**config.mk**
```make
export PLATFORM = sky130hd
export DESIGN_NAME = microwave_controller
export DESIGN_NICKNAME = d
export VERILOG_FILES = /design/src/rtl/microwave_pkg.sv /design/src/rtl/seg7_decoder.sv /design/src/rtl/microwave_controller.sv
export SDC_FILE = /design/constraint.sdc
export NUM_CORES = 1
export LEC_CHECK = 0
export BUFFER_PORTS_ARGS = -buffer_cell sky130_fd_sc_hd__buf_2
export CAP_MARGIN = 15
export CORE_ASPECT_RATIO = 0.75
export CORE_MARGIN = 2
export CORE_UTILIZATION = 45
export DETAILED_ROUTE_END_ITERATION = 12
export GPL_TIMING_DRIVEN = 1
export PLACE_DENSITY = 0.75
export SYNTH_ARGS = -nofsm -noshare
export SYNTH_HDL_FRONTEND = slang
export SYNTH_HIERARCHICAL = 1
export SYNTH_SLANG_ARGS = --single-unit
```
**constraint.sdc**
```tcl
create_clock -name clock -period 2.3 [get_ports clock]
set_clock_uncertainty 0.1 [all_clocks]
set_input_delay 0.23 -clock clock [delete_from_list [all_inputs] [get_ports clock]]
set_output_delay 0.23 -clock clock [all_outputs]
set_load 0.1 [all_outputs]
```
**src/rtl/microwave_pkg.sv**
```systemverilog
// microwave_pkg
//   Shared types and constants for the microwave front-panel controller:
//   FSM state enum, BCD digit type, active-low 7-segment patterns
//   (bit0 = a .. bit6 = g) and small keypad helpers.
package microwave_pkg;

    typedef enum logic [1:0] {
        IDLE   = 2'd0,
        COOK   = 2'd1,
        PAUSED = 2'd2
    } state_e;

    typedef logic [3:0] bcd_t;

    localparam logic [6:0] SEG_BLANK = 7'b1111111;
    localparam logic [6:0] SEG_0     = 7'b1000000;
    localparam logic [6:0] SEG_1     = 7'b1111001;
    localparam logic [6:0] SEG_2     = 7'b0100100;
    localparam logic [6:0] SEG_3     = 7'b0110000;
    localparam logic [6:0] SEG_4     = 7'b0011001;
    localparam logic [6:0] SEG_5     = 7'b0010010;
    localparam logic [6:0] SEG_6     = 7'b0000010;
    localparam logic [6:0] SEG_7     = 7'b1111000;
    localparam logic [6:0] SEG_8     = 7'b0000000;
    localparam logic [6:0] SEG_9     = 7'b0010000;

    function automatic logic is_onehot10(input logic [9:0] v);
        return (v != 10'd0) && ((v & (v - 10'd1)) == 10'd0);
    endfunction

    // Only meaningful for a one-hot input.
    function automatic bcd_t key_to_digit(input logic [9:0] key);
        bcd_t d;
        d = 4'd0;
        for (int i = 0; i < 10; i++) begin
            if (key[i]) d = bcd_t'(i);
        end
        return d;
    endfunction

endpackage

```
**src/rtl/seg7_decoder.sv**
```systemverilog
// seg7_decoder
//   Combinational BCD to active-low 7-segment decoder; 10..15 blank.
//   Ports:
//     digit_i  in  4  BCD digit
//     seg_o    out 7  segments, bit0 = a .. bit6 = g, active-low
module seg7_decoder
    import microwave_pkg::*;
(
    input  bcd_t       digit_i,
    output logic [6:0] seg_o
);

    always_comb begin
        seg_o = SEG_BLANK;
        case (digit_i)
            4'd0:    seg_o = SEG_0;
            4'd1:    seg_o = SEG_1;
            4'd2:    seg_o = SEG_2;
            4'd3:    seg_o = SEG_3;
            4'd4:    seg_o = SEG_4;
            4'd5:    seg_o = SEG_5;
            4'd6:    seg_o = SEG_6;
            4'd7:    seg_o = SEG_7;
            4'd8:    seg_o = SEG_8;
            4'd9:    seg_o = SEG_9;
            default: seg_o = SEG_BLANK;
        endcase
    end

endmodule

```
**src/rtl/microwave_controller.sv**
```systemverilog
// microwave_controller
//   Front-panel controller: keypad entry of an M:SS cook time, start/stop/
//   clear buttons, door interlock, once-per-second countdown and magnetron
//   enable. Synchronous active-high reset.
//   Ports:
//     clock         in   system clock (100 Hz nominal)
//     reset         in   synchronous reset, active-high
//     keypad        in   one-hot digit keys, bit n = digit n
//     startn/stopn/clearn in  buttons, active-low
//     door_closed   in   1 = door closed
//     sec_ones_seg/sec_tens_seg/mins_seg  out  active-low 7-segment displays
//     mag_on        out  magnetron enable, high only while cooking
//   Build option: LEADING_ZERO_BLANK_EN blanks the minutes display when
//   the minutes digit is 0.
//
//   state  | meaning
//   IDLE   | time entry allowed, magnetron off
//   COOK   | counting down once per second, magnetron on
//   PAUSED | time held, entry blocked, magnetron off
module microwave_controller
    import microwave_pkg::*;
#(
    parameter int TICKS_PER_SEC = 100
) (
    input  logic       clock,
    input  logic       reset,
    input  logic [9:0] keypad,
    input  logic       startn,
    input  logic       stopn,
    input  logic       clearn,
    input  logic       door_closed,
    output logic [6:0] sec_ones_seg,
    output logic [6:0] sec_tens_seg,
    output logic [6:0] mins_seg,
    output logic       mag_on
);

    localparam int PW = (TICKS_PER_SEC > 1) ? $clog2(TICKS_PER_SEC) : 1;
    localparam logic [PW-1:0] PRESC_LAST = PW'(TICKS_PER_SEC - 1);

    state_e        state_q, state_d;
    bcd_t          mins_q, mins_d, tens_q, tens_d, ones_q, ones_d;
    bcd_t          dec_mins, dec_tens, dec_ones;
    logic [PW-1:0] presc_q, presc_d;
    logic [9:0]    key_prev_q;
    logic          key_hit, time_zero, start_ok, sec_tick, last_sec, cook_hold;

    // A key counts only on the transition from no key to exactly one key.
    assign key_hit   = (key_prev_q == 10'd0) && is_onehot10(keypad);
    assign time_zero = (mins_q == 4'd0) && (tens_q == 4'd0) && (ones_q == 4'd0);
    assign start_ok  = !startn && door_closed && !time_zero;
    assign sec_tick  = (presc_q == PRESC_LAST);
    assign cook_hold = !stopn || !door_closed;

    // One-second decrement with BCD borrow; tens borrow reloads 5, so an
    // unvalidated tens digit above 5 simply counts down through its range.
    always_comb begin
        dec_mins = mins_q;
        dec_tens = tens_q;
        dec_ones = ones_q;
        if (ones_q != 4'd0) begin
            dec_ones = ones_q - 4'd1;
        end else begin
            dec_ones = 4'd9;
            if (tens_q != 4'd0) begin
                dec_tens = tens_q - 4'd1;
            end else begin
                dec_tens = 4'd5;
                dec_mins = mins_q - 4'd1;
            end
        end
    end

    assign last_sec = (dec_mins == 4'd0) && (dec_tens == 4'd0) && (dec_ones == 4'd0);

    always_ff @(posedge clock) begin
        if (reset) state_q <= IDLE;
        else       state_q <= state_d;
    end

    always_comb begin
        state_d = state_q;
        if (!clearn) begin
            state_d = IDLE;
        end else begin
            case (state_q)
                IDLE, PAUSED: if (start_ok) state_d = COOK;
                COOK: begin
                    if (cook_hold)                 state_d = PAUSED;
                    else if (sec_tick && last_sec) state_d = IDLE;
                end
                default: state_d = IDLE;
            endcase
        end
    end

    always_comb begin
        mag_on = (state_q == COOK);
    end

    // Time digits and prescaler; the prescaler only runs while cooking
    // continues and is zero everywhere else.
    always_comb begin
        mins_d  = mins_q;
        tens_d  = tens_q;
        ones_d  = ones_q;
        presc_d = '0;
        if (!clearn) begin
            mins_d = 4'd0;
            tens_d = 4'd0;
            ones_d = 4'd0;
        end else if (state_q == COOK && !cook_hold) begin
            if (sec_tick) begin
                mins_d = dec_mins;
                tens_d = dec_tens;
                ones_d = dec_ones;
            end else begin
                presc_d = presc_q + PW'(1);
            end
        end else if (state_q == IDLE && key_hit) begin
            mins_d = tens_q;
            tens_d = ones_q;
            ones_d = key_to_digit(keypad);
        end
    end

    always_ff @(posedge clock) begin
        if (reset) begin
            mins_q     <= 4'd0;
            tens_q     <= 4'd0;
            ones_q     <= 4'd0;
            presc_q    <= '0;
            key_prev_q <= 10'd0;
        end else begin
            mins_q     <= mins_d;
            tens_q     <= tens_d;
            ones_q     <= ones_d;
            presc_q    <= presc_d;
            key_prev_q <= keypad;
        end
    end

    logic [6:0] mins_seg_raw;

    seg7_decoder u_dec_ones (.digit_i(ones_q), .seg_o(sec_ones_seg));
    seg7_decoder u_dec_tens (.digit_i(tens_q), .seg_o(sec_tens_seg));
    seg7_decoder u_dec_mins (.digit_i(mins_q), .seg_o(mins_seg_raw));

`ifdef LEADING_ZERO_BLANK_EN
    assign mins_seg = (mins_q == 4'd0) ? SEG_BLANK : mins_seg_raw;
`else
    assign mins_seg = mins_seg_raw;
`endif

endmodule

```
==> results of run 1 <==
registers in the layout, indices dropped and copies added (netlist names):
signal / count
mins_q: 4
state_q: 2
tens_q: 4
key_prev_q: 10
presc_q: 7
ones_q: 4
per-layer routing:
layer	global-route usage, %	up-vias
met3	5.45	8
li1	-	1194
met4	6.92	0
met5	0	-
met1	25.9	1059
met2	34.8	69
power groups by stage:
| stage | registers [mW] | logic (mW) | clock network [mW] |
|---|---|---|---|
| floorplan | 0.560 | 0.0364 | 0 |
| global placement | 0.561 | 0.0683 | 0 |
| detailed placement | 0.561 | 0.0707 | 0 |
| CTS | 0.549 | 0.0708 | 0.446 |
| global route | 0.549 | 0.0798 | 0.471 |
| finish | 0.549 | 0.0715 | 0.429 |
area by class of cell:
type | instances | area share [%]
clock buffers | 6 | 2.82
repair buffers | 55 | 13.8
multi-input cells | 248 | 56.8
inverters | 16 | 2.05
clock inverters | 1 | 0.171
flip-flops and latches | 31 | 21.3
well taps | 72 | 3.08
worst paths after layout:
path                                       to  slack, ns  depth (start not counted)
worst min register to register     presc_q[0]       0.35                          1
worst max register to register      ones_q[3]       0.22                          6
worst min-delay path            key_prev_q[0]       0.13                          2
worst max-delay path              mins_seg[3]       0.12                          4
placed cells by master (no fill, tap or decap), types with 7 or more instances in the layout:
cell type and instances:
sky130_fd_sc_hd__a21oi_1 20, sky130_fd_sc_hd__nor4_1 7, sky130_fd_sc_hd__nand3_1 7, sky130_fd_sc_hd__nand2_1 20, sky130_fd_sc_hd__buf_2 29, sky130_fd_sc_hd__nor2_1 33
sky130_fd_sc_hd__nor3_1 11, sky130_fd_sc_hd__nor2b_1 9, sky130_fd_sc_hd__inv_1 16, sky130_fd_sc_hd__nor2_2 8, sky130_fd_sc_hd__ha_1 18, sky130_fd_sc_hd__nand2b_1 12
sky130_fd_sc_hd__dfxtp_1 29, sky130_fd_sc_hd__buf_4 19, sky130_fd_sc_hd__o21ai_0 19
metrics by stage:
step,util (%),std cells,worst slack (ns)
3_3_place_gp,56.8,422,0.0940
6_report,58.7,429,0.121
2_1_floorplan,-,311,-0.268
3_5_place_dp,56.8,422,0.0457
4_1_cts,58.5,429,0.0146
5_1_grt,58.7,429,0.00879
worst reg2reg max path: stages (launching register included):
cell                       delay [ns]
sky130_fd_sc_hd__dfxtp_1         0.35
sky130_fd_sc_hd__nor4_1          0.32
sky130_fd_sc_hd__nand4_1         0.12
sky130_fd_sc_hd__nor2_1          0.38
sky130_fd_sc_hd__a31oi_4         0.24
sky130_fd_sc_hd__o21bai_1        0.22
sky130_fd_sc_hd__a32o_1          0.25
what timing repair did:
action / in CTS / in global routing
gates resized for setup: 0 / 6
setup buffers: 0 / 0
endpoints found under the setup margin: 0 / 10
kinds of logic (layout without fill, tap and decap cells):
kind of cell / after synthesis / count (layout) / synth area share [%]
compound gates: 84 / 84 / 23.3
xor+xnor: 7 / 7 / 2.58
fa+ha+maj: 18 / 18 / 9.48
buf+inv: 32 / 78 / 6.53
flops: 31 / 31 / 26.1
mux: 5 / 5 / 2.27
simple gates: 134 / 134 / 29.7
synth_stat cells, drive strengths merged (3+ instances only):
master / number / area share [%]
nor2: 41 / 6.5
dfxtp: 31 / 26
o21ai: 27 / 5.8
a21oi: 25 / 5.7
nand2: 20 / 3.2
ha: 18 / 9.5
inv: 16 / 2.5
nand2b: 12 / 3.2
nor3: 12 / 3.0
nor2b: 10 / 2.6
a31oi: 8 / 2.7
buf: 8 / 2.7
clkbuf: 8 / 1.3
nand3: 8 / 1.9
nor4: 8 / 2.4
a211o: 4 / 1.5
and3: 4 / 1.1
or2: 4 / 1.1
xnor2: 4 / 1.5
a211oi: 3 / 1.4
mux2: 3 / 1.4
nand4: 3 / 0.79
xor2: 3 / 1.1
==> results_tabular.tex, run 1 <==
\begin{tabular}{lr}
\hline
Metric & Value \\
\hline
\multicolumn{2}{l}{\textbf{Floorplan}} \\
Die H & 66.9 um \\
Die X & 87.9 um \\
Core ar. & 4980 um2 \\
Die area & 5880 um2 \\
IO Pins & 38 \\
Site row count & 22 \\
Initial core utilization & between 40\% and 50\% \\
\multicolumn{2}{l}{\textbf{Power and ir drop}} \\
Peak supply drop & 377 uV \\
Static Leakage & between 1 and 1.5 nW \\
Internal power consumption & 0.809 mW \\
Power per standard cell area & around 360 nW/um2 \\
Relative contribution of sequential cells to total power & 52.3\% \\
Switching power as a share of total power & 22.8\% \\
Comb pwr share & 6.8\% \\
Net switching power figure & around 0.24 mW \\
Power share of the clock group & 40.9\% \\
Total Power & 1.05 mW \\
\multicolumn{2}{l}{\textbf{Global route}} \\
Wire length of the first global-routing pass & 9570 um \\
Number of antenna violations at the first check in global routing & 0 \\
Number of global-route vias before repair & between 2000 and 2500 \\
Total congestion overflow & 0 \\
Maximum number of pins on one net before global-route repair & 19 \\
Total Routing Usage GR & 20.8\% \\
\multicolumn{2}{l}{\textbf{Yosys}} \\
Nets in the synthesized netlist & 345 \\
Leading register cell type out of synthesis & sky130\_fd\_sc\_hd\_\_dfxtp\_1 \\
Flops \& latches, synth & 31 \\
Synthesized netlist cell count & 311 \\
Unique masters post-synth & 57 \\
Post-Synthesis Cell Area & 2370 um2 \\
Mean instance size in the synthesized netlist & 7.64 um2 \\
Async S/R FF share, synth & 0\% \\
Number of synthesized flops with an enable pin & 0 \\
Sequential share of the synthesized area & 26.1\% \\
Syn. warnings & 6 \\
\multicolumn{2}{l}{\textbf{STA}} \\
Final-layout setup total negative slack & 0 ns \\
Tightest slew margin relative to the limit & a little under two thirds \\
Fin crit share & 94.7\% \\
Transition time at the pin with the least slew margin & 0.541 ns \\
Upper clock frequency limit & 459 MHz \\
Final hold viol count & 0 \\
Final number of setup-violating endpoints & 0 \\
Final-layout worst hold slack & 0.129 ns \\
Unrepaired setup endpoints after global routing & no \\
Final slew viol count & 0 \\
Minimum clock period after layout & 2.18 ns \\
\multicolumn{2}{l}{\textbf{Hold path}} \\
Start point of the worst hold path & keypad[0] \\
Type of the tightest min-delay check & in2reg \\
\multicolumn{2}{l}{\textbf{Setup path}} \\
Highest net fanout along the worst path & 9 \\
Slowest cell on crit path & sky130\_fd\_sc\_hd\_\_dfxtp\_1 \\
Crit path cell chain & inv\_1 -> ha\_1 -> a31oi\_2 -> buf\_2 \\
Crit Reg-Reg Startpoint & state\_q[0] \\
Launching instance or port of the critical path & mins\_q[0] \\
Setup crit end kind & primary output \\
Cell type group with the largest total delay on the critical path & buffers and inverters \\
Nature of the critical path startpoint & flip-flop \\
Maximum single-stage delay on the critical path & 0.49 ns \\
Setup Crit Path Kind & reg2out \\
Arrival time at the worst endpoint & $\sim$1.9 ns \\
Worst endpoint required time & 1.97 ns \\
Worst path bufs/invs & 2 \\
\multicolumn{2}{l}{\textbf{Run status}} \\
Status & completed \\
\multicolumn{2}{l}{\textbf{Clock network}} \\
Clock transition at the register clock pins on the worst setup and hold paths after CTS & 0.06 ns \\
TritonCTS clock tree & done \\
Library cell used as clock root buffer & sky130\_fd\_sc\_hd\_\_clkbuf\_8 \\
Cts-stage hold buffer count & 0 \\
CTS buffer count & 5 \\
Max H-tree Level & 2 \\
Longest Clk Path Bufs & 2 \\
Clock insertion delay at the later pin of the skew report & 0.29 ns \\
Number of clock sinks & 31 \\
\multicolumn{2}{l}{\textbf{Finish}} \\
Number of nets at the end of the flow & about 390 \\
Area growth from synthesis to layout & 23.2\% \\
Antenna cell count & 0 \\
Multi-input gate area & $\sim$1700 um2 \\
FF+latch area & 623 um2 \\
Post-route cell area & 2930 um2 \\
Fraction of final layout cells sized beyond drive strength 1 & 26.9\% \\
Number of fill cells in the layout & approximately 440 \\
\multicolumn{2}{l}{\textbf{Detailed routing}} \\
Count of antenna-violating nets left after detailed routing & 0 \\
Number of DRC violations after detailed-routing iteration 0 & 107 \\
Number of detailed-routing iterations run before antenna repair & 4 \\
Detail-routed via count per cell & between 5 and 6 \\
Drt total wl & 5510 um \\
Via count & 2330 \\
WL/cell & 12.8 um \\
Routed metal-1 wirelength & 2640 um \\
Residual DRC count & 0 \\
Top routing layer in use & met4 \\
Amount of wire on met3 after detailed routing & 298 um \\
Routed met2 length & 2490 um \\
\multicolumn{2}{l}{\textbf{Place}} \\
IO buf count & 37 \\
Placed Instance Area & 2830 um2 \\
Placer Congestion & 0.798 \\
Detailed-placement wirelength estimate & 4140 um \\
\multicolumn{2}{l}{\textbf{Flow run}} \\
Max-capacitance violation count & 0 \\
\hline
\end{tabular}
(Power assumes the default switching activity.)
==> run 2, diff against run 1 <==
==> constraint.sdc (replaced) <==
create_clock -name clock -period 2.3 [get_ports clock]
set_clock_uncertainty 0.1 [all_clocks]
set_input_delay 0 -clock clock [delete_from_list [all_inputs] [get_ports clock]]
set_output_delay 0 -clock clock [all_outputs]
set_load 0.1 [all_outputs]
==> run 2 against run 1 <==
Register-to-register slack worse by 0.09 ns. Utilization up 2.6 points. Clock power up 29%. Maximum frequency down 3.7%. Count of clock-buffer cells in the layout down 1. Via count up 5.6%. Non-clock buffer count up 14. Worst setup slack worse by 0.083 ns. Final area up 4.4%. Sequential power about the same.
==> results_tabular.tex, run 2 (synthesis results as in run 1) <==
\begin{tabular}{lr}
\hline
Metric & Value \\
\hline
\multicolumn{2}{l}{\textbf{Run status}} \\
Status & completed (unchanged) \\
\multicolumn{2}{l}{\textbf{Setup path}} \\
Arrival time at the worst endpoint & 2.35 ns (was 1.85 ns) \\
Slowest cell on crit path & sky130\_fd\_sc\_hd\_\_dlygate4sd3\_1 (was sky130\_fd\_sc\_hd\_\_dfxtp\_1) \\
Worst path bufs/invs & 2 (unchanged) \\
Setup crit end kind & flip-flop (was primary output) \\
Crit Reg-Reg Startpoint & key\_prev\_q[3] (was state\_q[0]) \\
Crit path cell chain & dlygate4sd3\_1 -> or4\_4 -> or2\_0 -> a31o\_2 -> a31oi\_4 -> buf\_12 -> a21oi\_2 -> a32o\_1 (was inv\_1 -> ha\_1 -> a31oi\_2 -> buf\_2) \\
RR Endpoint & ones\_q[3] (unchanged) \\
Maximum single-stage delay on the critical path & 0.60 ns (was 0.49 ns) \\
Highest net fanout along the worst path & 6 (was 9) \\
Register-to-Register Path Depth & 7 (was 6) \\
Launching instance or port of the critical path & keypad[0] (was mins\_q[0]) \\
CP Capture Point & ones\_q[3] (was mins\_seg[3]) \\
Setup Crit Path Kind & in2reg (was reg2out) \\
Worst endpoint required time & 2.38 ns (was 1.97 ns) \\
Worst reg2reg setup slack & 0.13 ns (was 0.22 ns) \\
Cell type group with the largest total delay on the critical path & compound AO/OA/AOI/OAI gates (was buffers and inverters) \\
Critical path depth in cells & 8 (was 4) \\
Nature of the critical path startpoint & input port (was flip-flop) \\
\multicolumn{2}{l}{\textbf{Global route}} \\
Wire length of the first global-routing pass & 9860 um (was 9570 um) \\
Maximum number of pins on one net before global-route repair & 19 (unchanged) \\
Number of global-route vias before repair & 2188 (was 2164) \\
Total Routing Usage GR & 21.3\% (was 20.8\%) \\
Fraction of met3 tracks used by global routing & 5.20\% (was 5.45\%) \\
Number of antenna violations at the first check in global routing & 0 (unchanged) \\
Met2 usage in global routing & 35.3\% (was 34.8\%) \\
Total congestion overflow & 0 (unchanged) \\
GR Layer Usage met1 & 27.7\% (was 25.9\%) \\
Layer carrying the most global-route usage & met2 (unchanged) \\
\multicolumn{2}{l}{\textbf{STA}} \\
Minimum clock period after layout & 2.26 ns (was 2.18 ns) \\
Final number of setup-violating endpoints & 0 (unchanged) \\
Tightest slew margin relative to the limit & 61.7\% (was 64.0\%) \\
Upper clock frequency limit & 442 MHz (was 459 MHz) \\
Final hold viol count & 0 (unchanged) \\
Transition time at the pin with the least slew margin & 0.575 ns (was 0.541 ns) \\
Fin crit share & 98.3\% (was 94.7\%) \\
Final slew viol count & 0 (unchanged) \\
Final-layout worst hold slack & 0.0223 ns (was 0.129 ns) \\
\multicolumn{2}{l}{\textbf{Detailed routing}} \\
Detail-routed via count per cell & 5.54 (was 5.43) \\
Count of antenna-violating nets left after detailed routing & 0 (unchanged) \\
Drt total wl & 5950 um (was 5510 um) \\
Number of detailed-routing iterations run before antenna repair & 6 (was 4) \\
Residual DRC count & 0 (unchanged) \\
Via count & 2461 (was 2330) \\
WL/cell & 13.4 um (was 12.8 um) \\
Number of DRC violations after detailed-routing iteration 0 & 183 (was 107) \\
\multicolumn{2}{l}{\textbf{Floorplan}} \\
Core ar. & 4980 um2 (unchanged) \\
Die X & 87.9 um (unchanged) \\
Initial core utilization & 47.7\% (unchanged) \\
Die H & 66.9 um (unchanged) \\
Site row count & 22 (unchanged) \\
Die area & 5880 um2 (unchanged) \\
IO Pins & 38 (unchanged) \\
\multicolumn{2}{l}{\textbf{Hold path}} \\
Count of cells along the worst hold path & 3 (was 2) \\
Type of the tightest min-delay check & in2reg (unchanged) \\
\multicolumn{2}{l}{\textbf{Clock network}} \\
Library cell used as clock root buffer & sky130\_fd\_sc\_hd\_\_clkbuf\_8 (unchanged) \\
CTS buffer count & 5 (unchanged) \\
Clock transition at the register clock pins on the worst setup and hold paths after CTS & 0.07 ns (was 0.06 ns) \\
Max H-tree Level & 2 (unchanged) \\
TritonCTS clock tree & done (unchanged) \\
Clock insertion delay at the later pin of the skew report & 0.30 ns (was 0.29 ns) \\
Longest Clk Path Bufs & 2 (unchanged) \\
Number of clock sinks & 31 (unchanged) \\
\multicolumn{2}{l}{\textbf{Finish}} \\
Number of nets at the end of the flow & 405 (was 391) \\
Post-route cell area & 3050 um2 (was 2930 um2) \\
Most common cell after layout, fill and taps aside & sky130\_fd\_sc\_hd\_\_nor2\_1 (unchanged) \\
Fraction of final layout cells sized beyond drive strength 1 & 22.3\% (was 26.9\%) \\
Biggest regs & key\_prev\_q x10, presc\_q x7 (unchanged) \\
Area growth from synthesis to layout & 28.6\% (was 23.2\%) \\
Flip-flop count of the largest register after layout & 10 (unchanged) \\
Most flop-heavy register & key\_prev\_q (unchanged) \\
Final std cells w/o fill & 444 (was 429) \\
Most used cells in the layout excluding fill and tap cells & 40 x sky130\_fd\_sc\_hd\_\_nor2\_1, 35 x sky130\_fd\_sc\_hd\_\_buf\_2, 31 x sky130\_fd\_sc\_hd\_\_dfxtp\_1 (was 33 x sky130\_fd\_sc\_hd\_\_nor2\_1, 29 x sky130\_fd\_sc\_hd\_\_buf\_2, 29 x sky130\_fd\_sc\_hd\_\_dfxtp\_1) \\
Number of fill cells in the layout & 454 (was 439) \\
FF+latch area & 621 um2 (was 623 um2) \\
Antenna cell count & 0 (unchanged) \\
Multi-input gate area & 1660 um2 (unchanged) \\
\multicolumn{2}{l}{\textbf{Power and ir drop}} \\
Relative contribution of sequential cells to total power & 45.8\% (was 52.3\%) \\
Internal power consumption & 0.915 mW (was 0.809 mW) \\
Power share of the clock group & 46.2\% (was 40.9\%) \\
Comb pwr share & 8.0\% (was 6.8\%) \\
Switching power as a share of total power & 23.6\% (was 22.8\%) \\
Net switching power figure & 0.282 mW (was 0.240 mW) \\
Static Leakage & 1.26 nW (was 1.18 nW) \\
Power per standard cell area & 392 nW/um2 (was 359 nW/um2) \\
Peak supply drop & 303 uV (was 377 uV) \\
\multicolumn{2}{l}{\textbf{Place}} \\
IO buf count & 37 (unchanged) \\
Detailed-placement wirelength estimate & 4060 um (was 4140 um) \\
Placed cells & 416 (was 422) \\
Placer Congestion & 0.889 (was 0.798) \\
Placed Instance Area & 2690 um2 (was 2830 um2) \\
\multicolumn{2}{l}{\textbf{Flow run}} \\
Max-capacitance violation count & 0 (unchanged) \\
\hline
\end{tabular}
run 2: power by group through the flow:
stage | logic [mW] | registers [mW] | clock network [mW]
2_1_floorplan | 0.0364 | 0.560 | 0
3_3_place_gp | 0.0664 | 0.561 | 0
3_5_place_dp | 0.0681 | 0.561 | 0
4_1_cts | 0.0925 | 0.548 | 0.562
5_1_grt | 0.104 | 0.549 | 0.585
6_report | 0.0958 | 0.548 | 0.553
run 2: area by class of cell:
class	count	area share, %
Multi-Input combinational cell	248	54.4
Sequential cell	31	20.3
Timing Repair Buffer	69	16.6
Tap cell	72	2.95
Clock buffer	5	2.25
Inverter	16	1.97
Clock inverter	3	1.43
run 2: stage by stage:
| stage | total power [mW] | util [%] | TNS, ns | worst slack [ns] |
|---|---|---|---|---|
| floorplan | 0.596 | - | 0 | 0.0258 |
| CTS | 1.20 | 60.0 | 0 | 0.0346 |
| global placement | 0.627 | 53.9 | 0 | 0.275 |
| finish | 1.20 | 61.3 | 0 | 0.0381 |
| global route | 1.24 | 61.3 | -0.0200 | -0.0200 |
| detailed placement | 0.629 | 53.9 | 0 | 0.233 |
run 2: worst register-to-register path, delay by kind of cell, from the launching register on:
kind / cells / cell delay (ns)
simple gates: 3 / 0.89
compound gates: 3 / 0.57
flops: 1 / 0.31
buf+inv: 1 / 0.18
run 2: worst min-delay path by stage:
stage	from	end	slack, ns
4_1_cts	door_closed	state_q[0]	0.01
3_5_place_dp	keypad[2]	key_prev_q[2]	0.19
5_1_grt	door_closed	state_q[0]	0.06
3_3_place_gp	keypad[2]	key_prev_q[2]	0.18
2_1_floorplan	keypad[0]	key_prev_q[0]	0.03
6_report	door_closed	state_q[0]	0.02
run 2: timing repair:
item,CTS,global route
buffers inserted,0,2
hold endpoints to repair,11,0
endpoints found under the setup margin,0,9
resized for setup,0,3
hold buffers,19,0
run 2: layer usage:
layer	wire, um	up-vias
met4	86	0
met1	2690	1129
met5	0	-
li1	-	1218
met3	432	11
met2	2740	103
